### src/rtl/led_sequencer.sv
`default_nettype none
// ============================================================================
// Module     : led_sequencer
// Description: Multi-channel LED driver. In MANUAL state the registered
//              command pattern drives the LEDs. After a configurable number of
//              idle timebase ticks it switches to AUTO, which chases a single
//              lit LED across the channels. Any command returns it to MANUAL.
//              All LED outputs are gated by a global PWM brightness.
// Revision   : 1.0 - initial release
// ============================================================================
module led_sequencer #(
  parameter int N_LEDS     = 3,
  parameter int TICK_DIV   = 50000,
  parameter int IDLE_TICKS = 20,
  parameter int STEP_TICKS = 5,
  parameter int PWM_W      = 4
) (
  input  logic                                             clk,
  input  logic                                             reset,
  input  logic [N_LEDS-1:0]                                cmd,
  input  logic [PWM_W-1:0]                                 brightness,
  output logic [N_LEDS-1:0]                                leds,
  output logic                                             auto_mode,
  output logic [((N_LEDS > 2) ? $clog2(N_LEDS) : 1)-1:0]   active_idx
);

  localparam int C_IDX_W  = (N_LEDS > 2) ? $clog2(N_LEDS) : 1;
  localparam int C_PRE_W  = (TICK_DIV > 2) ? $clog2(TICK_DIV) : 1;
  localparam int C_IDLE_W = (IDLE_TICKS > 2) ? $clog2(IDLE_TICKS) : 1;
  localparam int C_STEP_W = (STEP_TICKS > 2) ? $clog2(STEP_TICKS) : 1;

  localparam logic [C_PRE_W-1:0]  C_PRE_LAST  = C_PRE_W'(TICK_DIV - 1);
  localparam logic [C_IDLE_W-1:0] C_IDLE_LAST = C_IDLE_W'(IDLE_TICKS - 1);
  localparam logic [C_STEP_W-1:0] C_STEP_LAST = C_STEP_W'(STEP_TICKS - 1);
  localparam logic [C_IDX_W-1:0]  C_IDX_LAST  = C_IDX_W'(N_LEDS - 1);

  localparam logic [0:0] S_MANUAL = 1'b0;
  localparam logic [0:0] S_AUTO   = 1'b1;

  logic [N_LEDS-1:0]   r_cmd_q;
  logic [C_PRE_W-1:0]  r_pre;
  logic [C_IDLE_W-1:0] r_idle;
  logic [C_STEP_W-1:0] r_step;
  logic [C_IDX_W-1:0]  r_active_idx;
  logic [PWM_W-1:0]    r_pwm;
  logic [N_LEDS-1:0]   r_leds;
  logic [0:0]          r_state;

  logic [0:0]          w_state_nxt;
  logic                w_tick;
  logic                w_cmd_any;
  logic                w_step_done;
  logic                w_pwm_on;
  logic [N_LEDS-1:0]   w_pattern;
  logic                w_auto;

  assign w_tick      = (r_pre == C_PRE_LAST);
  assign w_cmd_any   = |r_cmd_q;
  assign w_step_done = w_tick && (r_step == C_STEP_LAST);
  // Full-scale brightness means always on, so 100% duty is reachable.
  assign w_pwm_on    = (r_pwm < brightness) || (&brightness);

  // Single register stage on the command; every decision looks at r_cmd_q.
  always_ff @(posedge clk) begin
    if (reset) r_cmd_q <= '0;
    else       r_cmd_q <= cmd;
  end

  // Timebase prescaler: counts 0..TICK_DIV-1 and wraps.
  always_ff @(posedge clk) begin
    if (reset)             r_pre <= '0;
    else if (w_tick)       r_pre <= '0;
    else                   r_pre <= r_pre + 1'b1;
  end

  // Idle tick counter, cleared by any command, saturating at its last value.
  always_ff @(posedge clk) begin
    if (reset)                                 r_idle <= '0;
    else if (w_cmd_any)                        r_idle <= '0;
    else if (w_tick && (r_idle != C_IDLE_LAST)) r_idle <= r_idle + 1'b1;
  end

  // FSM state register.
  always_ff @(posedge clk) begin
    if (reset) r_state <= S_MANUAL;
    else       r_state <= w_state_nxt;
  end

  // FSM next-state: enter AUTO after enough idle ticks, leave on any command.
  always_comb begin
    w_state_nxt = r_state;
    case (r_state)
      S_MANUAL: if (w_tick && !w_cmd_any && (r_idle == C_IDLE_LAST)) w_state_nxt = S_AUTO;
      S_AUTO:   if (w_cmd_any) w_state_nxt = S_MANUAL;
      default:  w_state_nxt = S_MANUAL;
    endcase
  end

  // Chase position and step counter; held at zero outside AUTO so entry starts clean.
  always_ff @(posedge clk) begin
    if (reset || (r_state != S_AUTO) || w_cmd_any) begin
      r_step       <= '0;
      r_active_idx <= '0;
    end else if (w_step_done) begin
      r_step       <= '0;
      r_active_idx <= (r_active_idx == C_IDX_LAST) ? '0 : r_active_idx + 1'b1;
    end else if (w_tick) begin
      r_step       <= r_step + 1'b1;
    end
  end

  // Free-running PWM counter; brightness changes never restart it.
  always_ff @(posedge clk) begin
    if (reset) r_pwm <= '0;
    else       r_pwm <= r_pwm + 1'b1;
  end

  // FSM outputs: LED pattern and AUTO indication.
  always_comb begin
    w_pattern = '0;
    w_auto    = 1'b0;
    case (r_state)
      S_AUTO: begin
        w_auto = 1'b1;
        for (int i = 0; i < N_LEDS; i++) begin
          w_pattern[i] = (r_active_idx == C_IDX_W'(i));
        end
      end
      default: w_pattern = r_cmd_q;
    endcase
  end

  // Registered LED drive gated by the PWM duty.
  always_ff @(posedge clk) begin
    if (reset) r_leds <= '0;
    else       r_leds <= w_pattern & {N_LEDS{w_pwm_on}};
  end

  assign leds       = r_leds;
  assign auto_mode  = w_auto;
  assign active_idx = r_active_idx;

endmodule
`default_nettype wire

### config.mk
export PLATFORM = sky130hd
export DESIGN_NAME = led_sequencer
export DESIGN_NICKNAME = d
export VERILOG_FILES = /design/src/rtl/led_sequencer.sv
export SDC_FILE = /design/constraint.sdc
export NUM_CORES = 1
export LEC_CHECK = 0
export ABC_AREA = 1
export CAP_MARGIN = 20
export CORE_MARGIN = 2
export CORE_UTILIZATION = 51
export DETAILED_ROUTE_END_ITERATION = 10
export HOLD_SLACK_MARGIN = 0.15
export PLACE_DENSITY = 0.73
export SETUP_SLACK_MARGIN = 0.05
export SYNTH_ARGS = -nofsm -noshare
export SYNTH_HDL_FRONTEND = slang
export SYNTH_SLANG_ARGS = --single-unit
### constraint.sdc
create_clock -name clk -period 1.2 [get_ports clk]
set_input_delay 0.12 -clock clk [delete_from_list [all_inputs] [get_ports clk]]
set_output_delay 0.12 -clock clk [all_outputs]
set_load 0.05 [all_outputs]
==> report_table.html, run 1 <==
<table>
<tr><th>Metric</th><th>Value</th></tr>
<tr><th colspan="2">Setup path</th></tr>
<tr><td>Worst endpoint data arrival time</td><td>roughly 1.6 ns</td></tr>
<tr><td>Cell with the largest stage delay on the worst path</td><td>sky130_fd_sc_hd__dfxtp_4</td></tr>
<tr><td>Worst setup SP type</td><td>register</td></tr>
<tr><td>RR Startpoint</td><td>r_pre[0]</td></tr>
<tr><td>Critical path data required time</td><td>around 1.5 ns</td></tr>
<tr><td>Biggest fanout along the worst timing path</td><td>5</td></tr>
<tr><td>Most used cell, CP</td><td>sky130_fd_sc_hd__nand3_4</td></tr>
<tr><td>Number of cells on the worst reg-to-reg path</td><td>7</td></tr>
<tr><td>Flop2flop setup slack</td><td>-0.13 ns</td></tr>
<tr><td>WS Path Type</td><td>reg2reg</td></tr>
<tr><td>Worst path cell trace</td><td>ha_4 &gt; nand3_4 &gt; nor2_4 &gt; buf_12 &gt; nand3_4 &gt; nand2_1 &gt; a21oi_1</td></tr>
<tr><td>Critical Path Max Stage Delay</td><td>0.38 ns</td></tr>
<tr><td>Critical Path Sink Type</td><td>register</td></tr>
<tr><td>Worst flop-to-flop path endpoint</td><td>r_idle[0]</td></tr>
<tr><th colspan="2">CTS</th></tr>
<tr><td>Buffer type at the clock tree root</td><td>sky130_fd_sc_hd__clkbuf_4</td></tr>
<tr><td>Worst-Skew Late Latency</td><td>about 0.34 ns</td></tr>
<tr><td>Total clock sinks</td><td>37</td></tr>
<tr><td>Number of levels in the clock H-tree</td><td>2</td></tr>
<tr><td>CTS hold repair buffers</td><td>0</td></tr>
<tr><td>TritonCTS clock tree</td><td>done</td></tr>
<tr><td>CTS Buf Count</td><td>5</td></tr>
<tr><td>Clk buf depth</td><td>2</td></tr>
<tr><td>Clock transition time at the flip-flop clock pins of the worst setup and hold paths</td><td>0.11 ns</td></tr>
<tr><th colspan="2">Layout</th></tr>
<tr><td>Diodes inserted</td><td>0</td></tr>
<tr><td>Utilization after layout</td><td>76.4%</td></tr>
<tr><td>Synthesis-to-layout area growth</td><td>40.1%</td></tr>
<tr><td>Ratio of cells with drive above 1 in the final layout</td><td>between 30% and 40%</td></tr>
<tr><td>Fill count</td><td>roughly 260</td></tr>
<tr><td>Post-layout instance count excluding filler cells</td><td>351</td></tr>
<tr><td>Net total in the final layout</td><td>321</td></tr>
<tr><th colspan="2">Synth</th></tr>
<tr><td>Number of unique standard cell types used by synthesis</td><td>27</td></tr>
<tr><td>Post-synthesis average cell area</td><td>between 7 and 8 um2</td></tr>
<tr><td>Predominant post-synthesis flop cell</td><td>sky130_fd_sc_hd__dfxtp_1</td></tr>
<tr><td>Synthesized Nets</td><td>around 270</td></tr>
<tr><td>EDFF count, synth</td><td>0</td></tr>
<tr><td>Synthesized flop and latch total</td><td>37</td></tr>
<tr><td>Mapped Cells</td><td>about 250</td></tr>
<tr><td>Synth async-reset ratio</td><td>0%</td></tr>
<tr><td>Post-synthesis cell area</td><td>roughly 1900 um2</td></tr>
<tr><td>Synthesis Warnings</td><td>0</td></tr>
<tr><td>Part of the Yosys area used for sequential elements</td><td>between 30% and 40%</td></tr>
<tr><th colspan="2">Job</th></tr>
<tr><td># Max-Cap Violations</td><td>0</td></tr>
<tr><th colspan="2">Drt</th></tr>
<tr><td>Ratio of routed vias to standard cells</td><td>slightly above 5</td></tr>
<tr><td>Final wirelength</td><td>about 4000 um</td></tr>
<tr><td>Remaining number of nets flagged by the antenna check after routing</td><td>0</td></tr>
<tr><td>Drt pass-1 iters</td><td>4</td></tr>
<tr><td>First-iteration detailed-routing DRC count</td><td>approximately 140</td></tr>
<tr><td>Average wire per cell in the routed design</td><td>11.5 um</td></tr>
<tr><td>Post-route DRC</td><td>0</td></tr>
<tr><td>Number of vias in the routed layout</td><td>around 1800</td></tr>
<tr><th colspan="2">Power</th></tr>
<tr><td>Pwr dens</td><td>a little over 800 nW/um2</td></tr>
<tr><td>VDD IR max</td><td>~0.76 mV</td></tr>
<tr><td>Leakage power summed over all cells</td><td>1.03 nW</td></tr>
<tr><th colspan="2">Floorplan</th></tr>
<tr><td>Number of rows created at floorplan</td><td>21</td></tr>
<tr><td>Die ar.</td><td>slightly above 4000 um2</td></tr>
<tr><td>Die boundary height</td><td>roughly 64 um</td></tr>
<tr><td>Count of pins on the block boundary</td><td>15</td></tr>
<tr><td>Placeable core region</td><td>~3400 um2</td></tr>
<tr><td>Initial Utilization</td><td>54.5%</td></tr>
<tr><td>X dimension of the die</td><td>approximately 64 um</td></tr>
<tr><th colspan="2">Global route</th></tr>
<tr><td>Congestion Overflow GR</td><td>0</td></tr>
<tr><td>Wire length of the first global-routing pass</td><td>6760 um</td></tr>
<tr><td>Initial antenna violation count</td><td>0</td></tr>
<tr><td>Number of global-route vias before repair</td><td>1644</td></tr>
<tr><td>Overall fraction of global-route tracks in use</td><td>between 20% and 30%</td></tr>
<tr><td>Maximum number of pins on one net before global-route repair</td><td>17</td></tr>
<tr><th colspan="2">Hold path</th></tr>
<tr><td>Hold path startpoint</td><td>cmd[0]</td></tr>
<tr><td>Destination of the worst hold path</td><td>r_cmd_q[0]</td></tr>
<tr><td>Path category of the worst min-delay check</td><td>in2reg</td></tr>
<tr><td>Cell depth of the worst min-delay path</td><td>3</td></tr>
<tr><th colspan="2">Timing</th></tr>
<tr><td>Final critical path time including I/O delays and setup</td><td>about 1.3 ns</td></tr>
<tr><td>Max_slew headroom</td><td>around three quarters</td></tr>
<tr><td>Transition at the pin with the smallest max-transition slack</td><td>between 0.3 and 0.4 ns</td></tr>
<tr><td>Max Fclk</td><td>751 MHz</td></tr>
<tr><td>Least setup slack across all paths after layout</td><td>-0.132 ns</td></tr>
<tr><td>Final clock period utilization by the worst path</td><td>111%</td></tr>
<tr><td>Number of pins with negative max-slew slack in the final report</td><td>0</td></tr>
<tr><td>RSZ-0062 raised after global routing</td><td>yes</td></tr>
<tr><td>Final-report setup violation count</td><td>26</td></tr>
<tr><td>Clk_skew</td><td>0.00742 ns</td></tr>
<tr><td>Final hold violation count</td><td>0</td></tr>
<tr><th colspan="2">Place</th></tr>
<tr><td>GPL Wtd Cong</td><td>0.806</td></tr>
<tr><td>Number of buffer cells added on primary ports</td><td>14</td></tr>
<tr><td>Final HPWL DP</td><td>~2800 um</td></tr>
<tr><td>Placed Instances</td><td>about 340</td></tr>
<tr><th colspan="2">Run status</th></tr>
<tr><td>Run status</td><td>complete, but fails checks</td></tr>
<tr><td>Violations in the final reports</td><td>setup timing</td></tr>
</table>
flip-flops by register name, summed over array words and instances, names as in the netlist:
name / cells
active_idx: 2
leds: 3
r_cmd_q: 3
r_idle: 5
r_pre: 16
r_pwm: 4
r_state: 1
r_step: 3
cells in the final DEF (no fill, tap or decap), types with 8 or more instances in the layout:
| cell | count |
|---|---|
| sky130_fd_sc_hd__buf_4 | 35 |
| sky130_fd_sc_hd__nand2_1 | 38 |
| sky130_fd_sc_hd__clkdlybuf4s50_1 | 8 |
| sky130_fd_sc_hd__dfxtp_2 | 8 |
| sky130_fd_sc_hd__a21oi_1 | 15 |
| sky130_fd_sc_hd__nor2_1 | 38 |
| sky130_fd_sc_hd__dfxtp_1 | 28 |
| sky130_fd_sc_hd__nand4_1 | 13 |
| sky130_fd_sc_hd__nand3_1 | 13 |
| sky130_fd_sc_hd__inv_1 | 28 |
kinds of logic after synthesis:
logic type	count (synthesis)	share of synthesized area (%)
XOR/XNOR	11	5.17
AO/OA/AOI/OAI	25	7.05
buffers and inverters	38	9.00
flip-flops	37	39.8
adder cells (fa/ha/maj)	8	5.37
AND/OR/NAND/NOR	130	33.6
synth_stat cells, drive strengths merged, types with 4 or more instances:
master,n,area share (%)
nand2,47,10
nor2,43,9.2
dfxtp,37,40
inv,33,6.6
a21oi,20,5.6
nand3,18,5.6
nand4,13,4.4
ha,8,5.4
xor2,8,3.8
buf,5,2.4
nor3,5,2.8
o21ai,4,1.1
final cells by class:
type / count / area [um2] / area share (%)
timing repair buffer: 53 / 531 / 20.3
sequential: 37 / 754 / 28.9
clock buffer: 8 / 48.8 / 1.87
inverter: 33 / 124 / 4.75
tap: 46 / 57.6 / 2.21
multi-input combinational: 174 / 1090 / 41.9
routing by layer:
metal  share of wire (%)  up-vias  track usage, %  wire (um)
li1                    -      909               -          -
met1                  43      819            24.2       1730
met2                  51       37            36.6       2060
met3                 3.9        9            5.90        157
met4                 1.8        0            8.51         73
met5                   0        -               0          0
through the flow:
step                      area (um2)  total power, W  setup TNS [ns]  worst slack, ns  hold slack [ns]
after floorplan                 1910         0.00140               0           0.0315            0.227
after global routing            2610         0.00223           -3.49           -0.172            0.272
final                           2610         0.00212           -1.98           -0.132            0.283
after detailed placement        2400         0.00149           -2.36           -0.302            0.434
after CTS                       2490         0.00212           -1.01          -0.0926            0.284
after global placement          2400         0.00149           -1.62           -0.247            0.430
critical path, delay by kind of cell (launching register included):
family                   cells  cell delay [ns]
buffers and inverters        1             0.15
AO/OA/AOI/OAI                1             0.06
adder cells (fa/ha/maj)      1             0.14
flip-flops                   1             0.38
AND/OR/NAND/NOR              4             0.50
worst max path at each step:
| stage | from | end | slack, ns | cells past startpoint |
|---|---|---|---|---|
| after floorplan | r_pre[1] | r_pre[7] | 0.03 | 7 |
| after global routing | r_pre[0] | r_idle[0] | -0.17 | 7 |
| after global placement | brightness[1] | leds[1] | -0.25 | 8 |
| final | r_pre[0] | r_idle[0] | -0.13 | 7 |
| after CTS | r_pre[1] | r_idle[4] | -0.09 | 7 |
| after detailed placement | brightness[1] | leds[1] | -0.30 | 8 |
what timing repair did:
| item | in CTS | in global routing |
|---|---|---|
| buffers inserted | 1 | 2 |
| pin swaps | 2 | 12 |
| resized for setup | 9 | 21 |
| setup endpoints to repair | 30 | 31 |
| gates cloned | 0 | 1 |
report_power, final:
part / switching, W / internal (W) / leakage (nW)
clock: 0.000395 / 0.000234 / 0.0265
combinational: 0.0000961 / 0.000112 / 0.699
sequential: 0.0000248 / 0.00126 / 0.305
No activity file was read; power rests on OpenSTA's default activity.
==> run 2, diff against run 1 <==
--- a/config.mk
+++ b/config.mk
@@ -10,9 +10,11 @@
 export CORE_MARGIN = 2
 export CORE_UTILIZATION = 51
 export DETAILED_ROUTE_END_ITERATION = 10
+export GPL_ROUTABILITY_DRIVEN = 0
 export HOLD_SLACK_MARGIN = 0.15
 export PLACE_DENSITY = 0.73
 export SETUP_SLACK_MARGIN = 0.05
+export SLEW_MARGIN = 20
 export SYNTH_ARGS = -nofsm -noshare
 export SYNTH_HDL_FRONTEND = slang
 export SYNTH_SLANG_ARGS = --single-unit
==> results of run 2 <==
The final DEF is identical to that of run 1; final timing and power are the same.
==> run 3, diff against run 2 <==
--- a/config.mk
+++ b/config.mk
@@ -12,7 +12,7 @@
 export DETAILED_ROUTE_END_ITERATION = 10
 export GPL_ROUTABILITY_DRIVEN = 0
 export HOLD_SLACK_MARGIN = 0.15
-export PLACE_DENSITY = 0.73
+export PLACE_DENSITY = 0.7
 export SETUP_SLACK_MARGIN = 0.05
 export SLEW_MARGIN = 20
 export SYNTH_ARGS = -nofsm -noshare
==> report_table.html, run 3 (synthesis results as in run 1) <==
<table>
<tr><th>Metric</th><th>Value</th></tr>
<tr><th colspan="2">CTS</th></tr>
<tr><td>TritonCTS clock tree</td><td>done (unchanged)</td></tr>
<tr><td>Buffer type at the clock tree root</td><td>sky130_fd_sc_hd__clkbuf_4 (unchanged)</td></tr>
<tr><td>CTS Buf Count</td><td>5 (unchanged)</td></tr>
<tr><td>Clock transition time at the flip-flop clock pins of the worst setup and hold paths</td><td>0.11 ns (about the same)</td></tr>
<tr><td>Number of levels in the clock H-tree</td><td>2 (unchanged)</td></tr>
<tr><td>Total clock sinks</td><td>37 (unchanged)</td></tr>
<tr><td>Worst-Skew Late Latency</td><td>0.35 ns (was 0.34 ns)</td></tr>
<tr><td>Clk buf depth</td><td>2 (unchanged)</td></tr>
<tr><th colspan="2">Setup path</th></tr>
<tr><td>Worst endpoint data arrival time</td><td>1.55 ns (was 1.58 ns)</td></tr>
<tr><td>Number of cells on the worst reg-to-reg path</td><td>7 (unchanged)</td></tr>
<tr><td>Critical path data required time</td><td>1.46 ns (was 1.45 ns)</td></tr>
<tr><td>WS Path Type</td><td>reg2reg (unchanged)</td></tr>
<tr><td>Cell with the largest stage delay on the worst path</td><td>sky130_fd_sc_hd__dfxtp_2 (was sky130_fd_sc_hd__dfxtp_4)</td></tr>
<tr><td>Flop2flop setup slack</td><td>-0.09 ns (was -0.13 ns)</td></tr>
<tr><td>Biggest fanout along the worst timing path</td><td>4 (was 5)</td></tr>
<tr><td>Critical Path Max Stage Delay</td><td>0.37 ns (was 0.38 ns)</td></tr>
<tr><td>RR Startpoint</td><td>r_pre[0] (unchanged)</td></tr>
<tr><td>Worst flop-to-flop path endpoint</td><td>r_step[1] (was r_idle[0])</td></tr>
<tr><td>Critical Path Sink Type</td><td>register (unchanged)</td></tr>
<tr><td>Worst setup SP type</td><td>register (unchanged)</td></tr>
<tr><td>Worst path cell trace</td><td>ha_4 &gt; nand3_4 &gt; nor2_4 &gt; nand2_2 &gt; buf_4 &gt; nand2_1 &gt; a21oi_1 (was ha_4 &gt; nand3_4 &gt; nor2_4 &gt; buf_12 &gt; nand3_4 &gt; nand2_1 &gt; a21oi_1)</td></tr>
<tr><th colspan="2">Power</th></tr>
<tr><td>Total internal power</td><td>0.00186 W (was 0.00160 W)</td></tr>
<tr><td>Fraction of power consumed by the clock network</td><td>38.5% (was 29.7%)</td></tr>
<tr><td>Switching share of power</td><td>23.2% (was 24.4%)</td></tr>
<tr><td>Sequential cell fraction of total power</td><td>52.9% (was 60.5%)</td></tr>
<tr><td>VDD IR max</td><td>0.804 mV (was 0.758 mV)</td></tr>
<tr><td>Pwr dens</td><td>931 nW/um2 (was 811 nW/um2)</td></tr>
<tr><td>Switching power summed over all nets</td><td>0.000562 W (was 0.000516 W)</td></tr>
<tr><td>Logic gate share of total power</td><td>8.7% (was 9.8%)</td></tr>
<tr><td>Power consumption</td><td>0.00242 W (was 0.00212 W)</td></tr>
<tr><td>Leakage power summed over all cells</td><td>1.05 nW (was 1.03 nW)</td></tr>
<tr><th colspan="2">Timing</th></tr>
<tr><td>Final hold violation count</td><td>0 (unchanged)</td></tr>
<tr><td>Least setup slack across all paths after layout</td><td>-0.0898 ns (was -0.132 ns)</td></tr>
<tr><td>Number of pins with negative max-slew slack in the final report</td><td>0 (unchanged)</td></tr>
<tr><td>Max Fclk</td><td>775 MHz (was 751 MHz)</td></tr>
<tr><td>Final-report setup violation count</td><td>26 (unchanged)</td></tr>
<tr><td>Max_slew headroom</td><td>65.5% (was 75.0%)</td></tr>
<tr><td>Clk_skew</td><td>0.00819 ns (was 0.00742 ns)</td></tr>
<tr><td>RSZ-0062 raised after global routing</td><td>yes (unchanged)</td></tr>
<tr><td>Worst hold margin</td><td>0.275 ns (was 0.283 ns)</td></tr>
<tr><td>Final clock period utilization by the worst path</td><td>107% (was 111%)</td></tr>
<tr><td>Transition at the pin with the smallest max-transition slack</td><td>0.514 ns (was 0.372 ns)</td></tr>
<tr><td>Final critical path time including I/O delays and setup</td><td>1.29 ns (was 1.33 ns)</td></tr>
<tr><th colspan="2">Global route</th></tr>
<tr><td>Number of global-route vias before repair</td><td>1655 (was 1644)</td></tr>
<tr><td>Overall fraction of global-route tracks in use</td><td>21.6% (was 21.0%)</td></tr>
<tr><td>Wire length of the first global-routing pass</td><td>7000 um (was 6760 um)</td></tr>
<tr><td>Maximum number of pins on one net before global-route repair</td><td>17 (unchanged)</td></tr>
<tr><td>Congestion Overflow GR</td><td>0 (unchanged)</td></tr>
<tr><td>Initial antenna violation count</td><td>0 (unchanged)</td></tr>
<tr><th colspan="2">Layout</th></tr>
<tr><td>Most flops, register</td><td>r_pre (unchanged)</td></tr>
<tr><td>Largest registers</td><td>r_pre (16), r_idle (5), r_pwm (4) (unchanged)</td></tr>
<tr><td>Flip-flop count of the largest register after layout</td><td>16 (unchanged)</td></tr>
<tr><td>Post-route cell area</td><td>2600 um2 (was 2610 um2)</td></tr>
<tr><td>Most common cell after layout, fill and taps aside</td><td>sky130_fd_sc_hd__buf_4</td></tr>
<tr><td>Commonest cells after routing, fill and taps aside</td><td>sky130_fd_sc_hd__buf_4 (43), sky130_fd_sc_hd__nand2_1 (42), sky130_fd_sc_hd__nor2_1 (38) (was sky130_fd_sc_hd__nand2_1 (38), sky130_fd_sc_hd__nor2_1 (38), sky130_fd_sc_hd__buf_4 (35))</td></tr>
<tr><td>Diodes inserted</td><td>0 (unchanged)</td></tr>
<tr><td>Utilization after layout</td><td>76.2% (was 76.4%)</td></tr>
<tr><td>Ratio of cells with drive above 1 in the final layout</td><td>31.6% (was 32.1%)</td></tr>
<tr><td>Net total in the final layout</td><td>326 (was 321)</td></tr>
<tr><td>Synthesis-to-layout area growth</td><td>39.8% (was 40.1%)</td></tr>
<tr><th colspan="2">Drt</th></tr>
<tr><td>Remaining number of nets flagged by the antenna check after routing</td><td>0 (unchanged)</td></tr>
<tr><td>First-iteration detailed-routing DRC count</td><td>107 (was 137)</td></tr>
<tr><td>Final wirelength</td><td>4000 um (was 4020 um)</td></tr>
<tr><td>Number of vias in the routed layout</td><td>1756 (was 1774)</td></tr>
<tr><td>Average wire per cell in the routed design</td><td>11.2 um (was 11.5 um)</td></tr>
<tr><td>Drt pass-1 iters</td><td>4 (unchanged)</td></tr>
<tr><td>Post-route DRC</td><td>0 (unchanged)</td></tr>
<tr><td>Ratio of routed vias to standard cells</td><td>4.93 (was 5.05)</td></tr>
<tr><th colspan="2">Place</th></tr>
<tr><td>Worst setup slack before clock tree synthesis</td><td>-0.294 ns (was -0.302 ns)</td></tr>
<tr><td>Cell Area, Placed</td><td>2410 um2 (was 2400 um2)</td></tr>
<tr><td>Final HPWL DP</td><td>2840 um (was 2830 um)</td></tr>
<tr><td>Number of buffer cells added on primary ports</td><td>14 (unchanged)</td></tr>
<tr><th colspan="2">Floorplan</th></tr>
<tr><td>Die ar.</td><td>4150 um2 (unchanged)</td></tr>
<tr><td>Count of pins on the block boundary</td><td>15 (unchanged)</td></tr>
<tr><td>Initial Utilization</td><td>54.5% (unchanged)</td></tr>
<tr><td>X dimension of the die</td><td>64.4 um (unchanged)</td></tr>
<tr><td>Placeable core region</td><td>3420 um2 (unchanged)</td></tr>
<tr><td>Die boundary height</td><td>64.4 um (unchanged)</td></tr>
<tr><td>Number of rows created at floorplan</td><td>21 (unchanged)</td></tr>
<tr><th colspan="2">Job</th></tr>
<tr><td># Max-Cap Violations</td><td>0 (unchanged)</td></tr>
<tr><th colspan="2">Hold path</th></tr>
<tr><td>Cell depth of the worst min-delay path</td><td>3 (unchanged)</td></tr>
<tr><td>Destination of the worst hold path</td><td>r_cmd_q[1] (was r_cmd_q[0])</td></tr>
<tr><td>Path category of the worst min-delay check</td><td>in2reg (unchanged)</td></tr>
<tr><td>Hold path startpoint</td><td>cmd[1] (was cmd[0])</td></tr>
<tr><th colspan="2">Run status</th></tr>
<tr><td>Violations in the final reports</td><td>setup timing (unchanged)</td></tr>
<tr><td>Run status</td><td>complete, but fails checks (unchanged)</td></tr>
</table>
## run 3: cell types whose count changed in the layout (fill, tap and decap cells not counted), moves of 2 or more
cell	change
sky130_fd_sc_hd__nand3_4	-2
sky130_fd_sc_hd__nand3_2	+2
sky130_fd_sc_hd__buf_4	+8
sky130_fd_sc_hd__nand2_4	-2
sky130_fd_sc_hd__a21oi_1	+2
sky130_fd_sc_hd__nand2_1	+4
sky130_fd_sc_hd__clkbuf_1	-3
sky130_fd_sc_hd__a21oi_2	-3
sky130_fd_sc_hd__nand2_2	-2
## run 3: worst max path at each step
stage,from,to,cells after the start
4_1_cts,r_pre[0],r_idle[2],7
5_1_grt,r_pre[0],r_step[1],7
2_1_floorplan,r_pre[1],r_pre[7],7
6_report,r_pre[0],r_step[1],7
3_5_place_dp,brightness[1],leds[1],8
3_3_place_gp,brightness[1],leds[1],8
## run 3: per-layer routing
layer  routed length [um]  vias to the layer above  global-route usage (%)  part of all wire [%]
met3                  153                       10                    5.90                   3.8
met1                 1850                      789                    25.7                    46
li1                     -                      923                       -                     -
met4                   95                        0                    9.57                   2.4
met2                 1900                       34                    36.5                    47
met5                    0                        -                       0                     0
## run 3: area by class of cell
type | instances | area, um2
multi-input cells | 174 | 1040
clock buffers | 6 | 51.3
fillers | 250 | 812
well taps | 46 | 57.6
flip-flops and latches | 37 | 754
clock inverters | 2 | 37.5
repair buffers | 58 | 534
inverters | 33 | 124
## run 3: worst max-delay path: cells and delay by family (launching register included)
kind | cells | cell delay [ns]
flip-flops | 1 | 0.37
AND/OR/NAND/NOR | 4 | 0.46
buffers and inverters | 1 | 0.16
AO/OA/AOI/OAI | 1 | 0.06
adder cells (fa/ha/maj) | 1 | 0.15
## run 3: per-stage QoR
step | cells | TNS [ns]
2_1_floorplan | 249 | 0
3_3_place_gp | 342 | -1.88
3_5_place_dp | 342 | -2.20
4_1_cts | 352 | -0.923
5_1_grt | 356 | -3.67
6_report | 356 | -1.21
## run 3: power groups by stage
stage,Sequential [W],Combinational (W),Clock [W]
after floorplan,0.00132,0.0000809,0
after global placement,0.00131,0.000173,0
after detailed placement,0.00131,0.000176,0
after CTS,0.00128,0.000199,0.000959
after global routing,0.00129,0.000229,0.00101
final,0.00128,0.000210,0.000932
## run 3: timing repair
item                       CTS  global route
gates resized for setup     12             5
setup endpoints to repair   30            31
hold buffers                 0             0
buffers inserted             2             4
hold endpoints to repair     0             0
pin swaps                    5             4
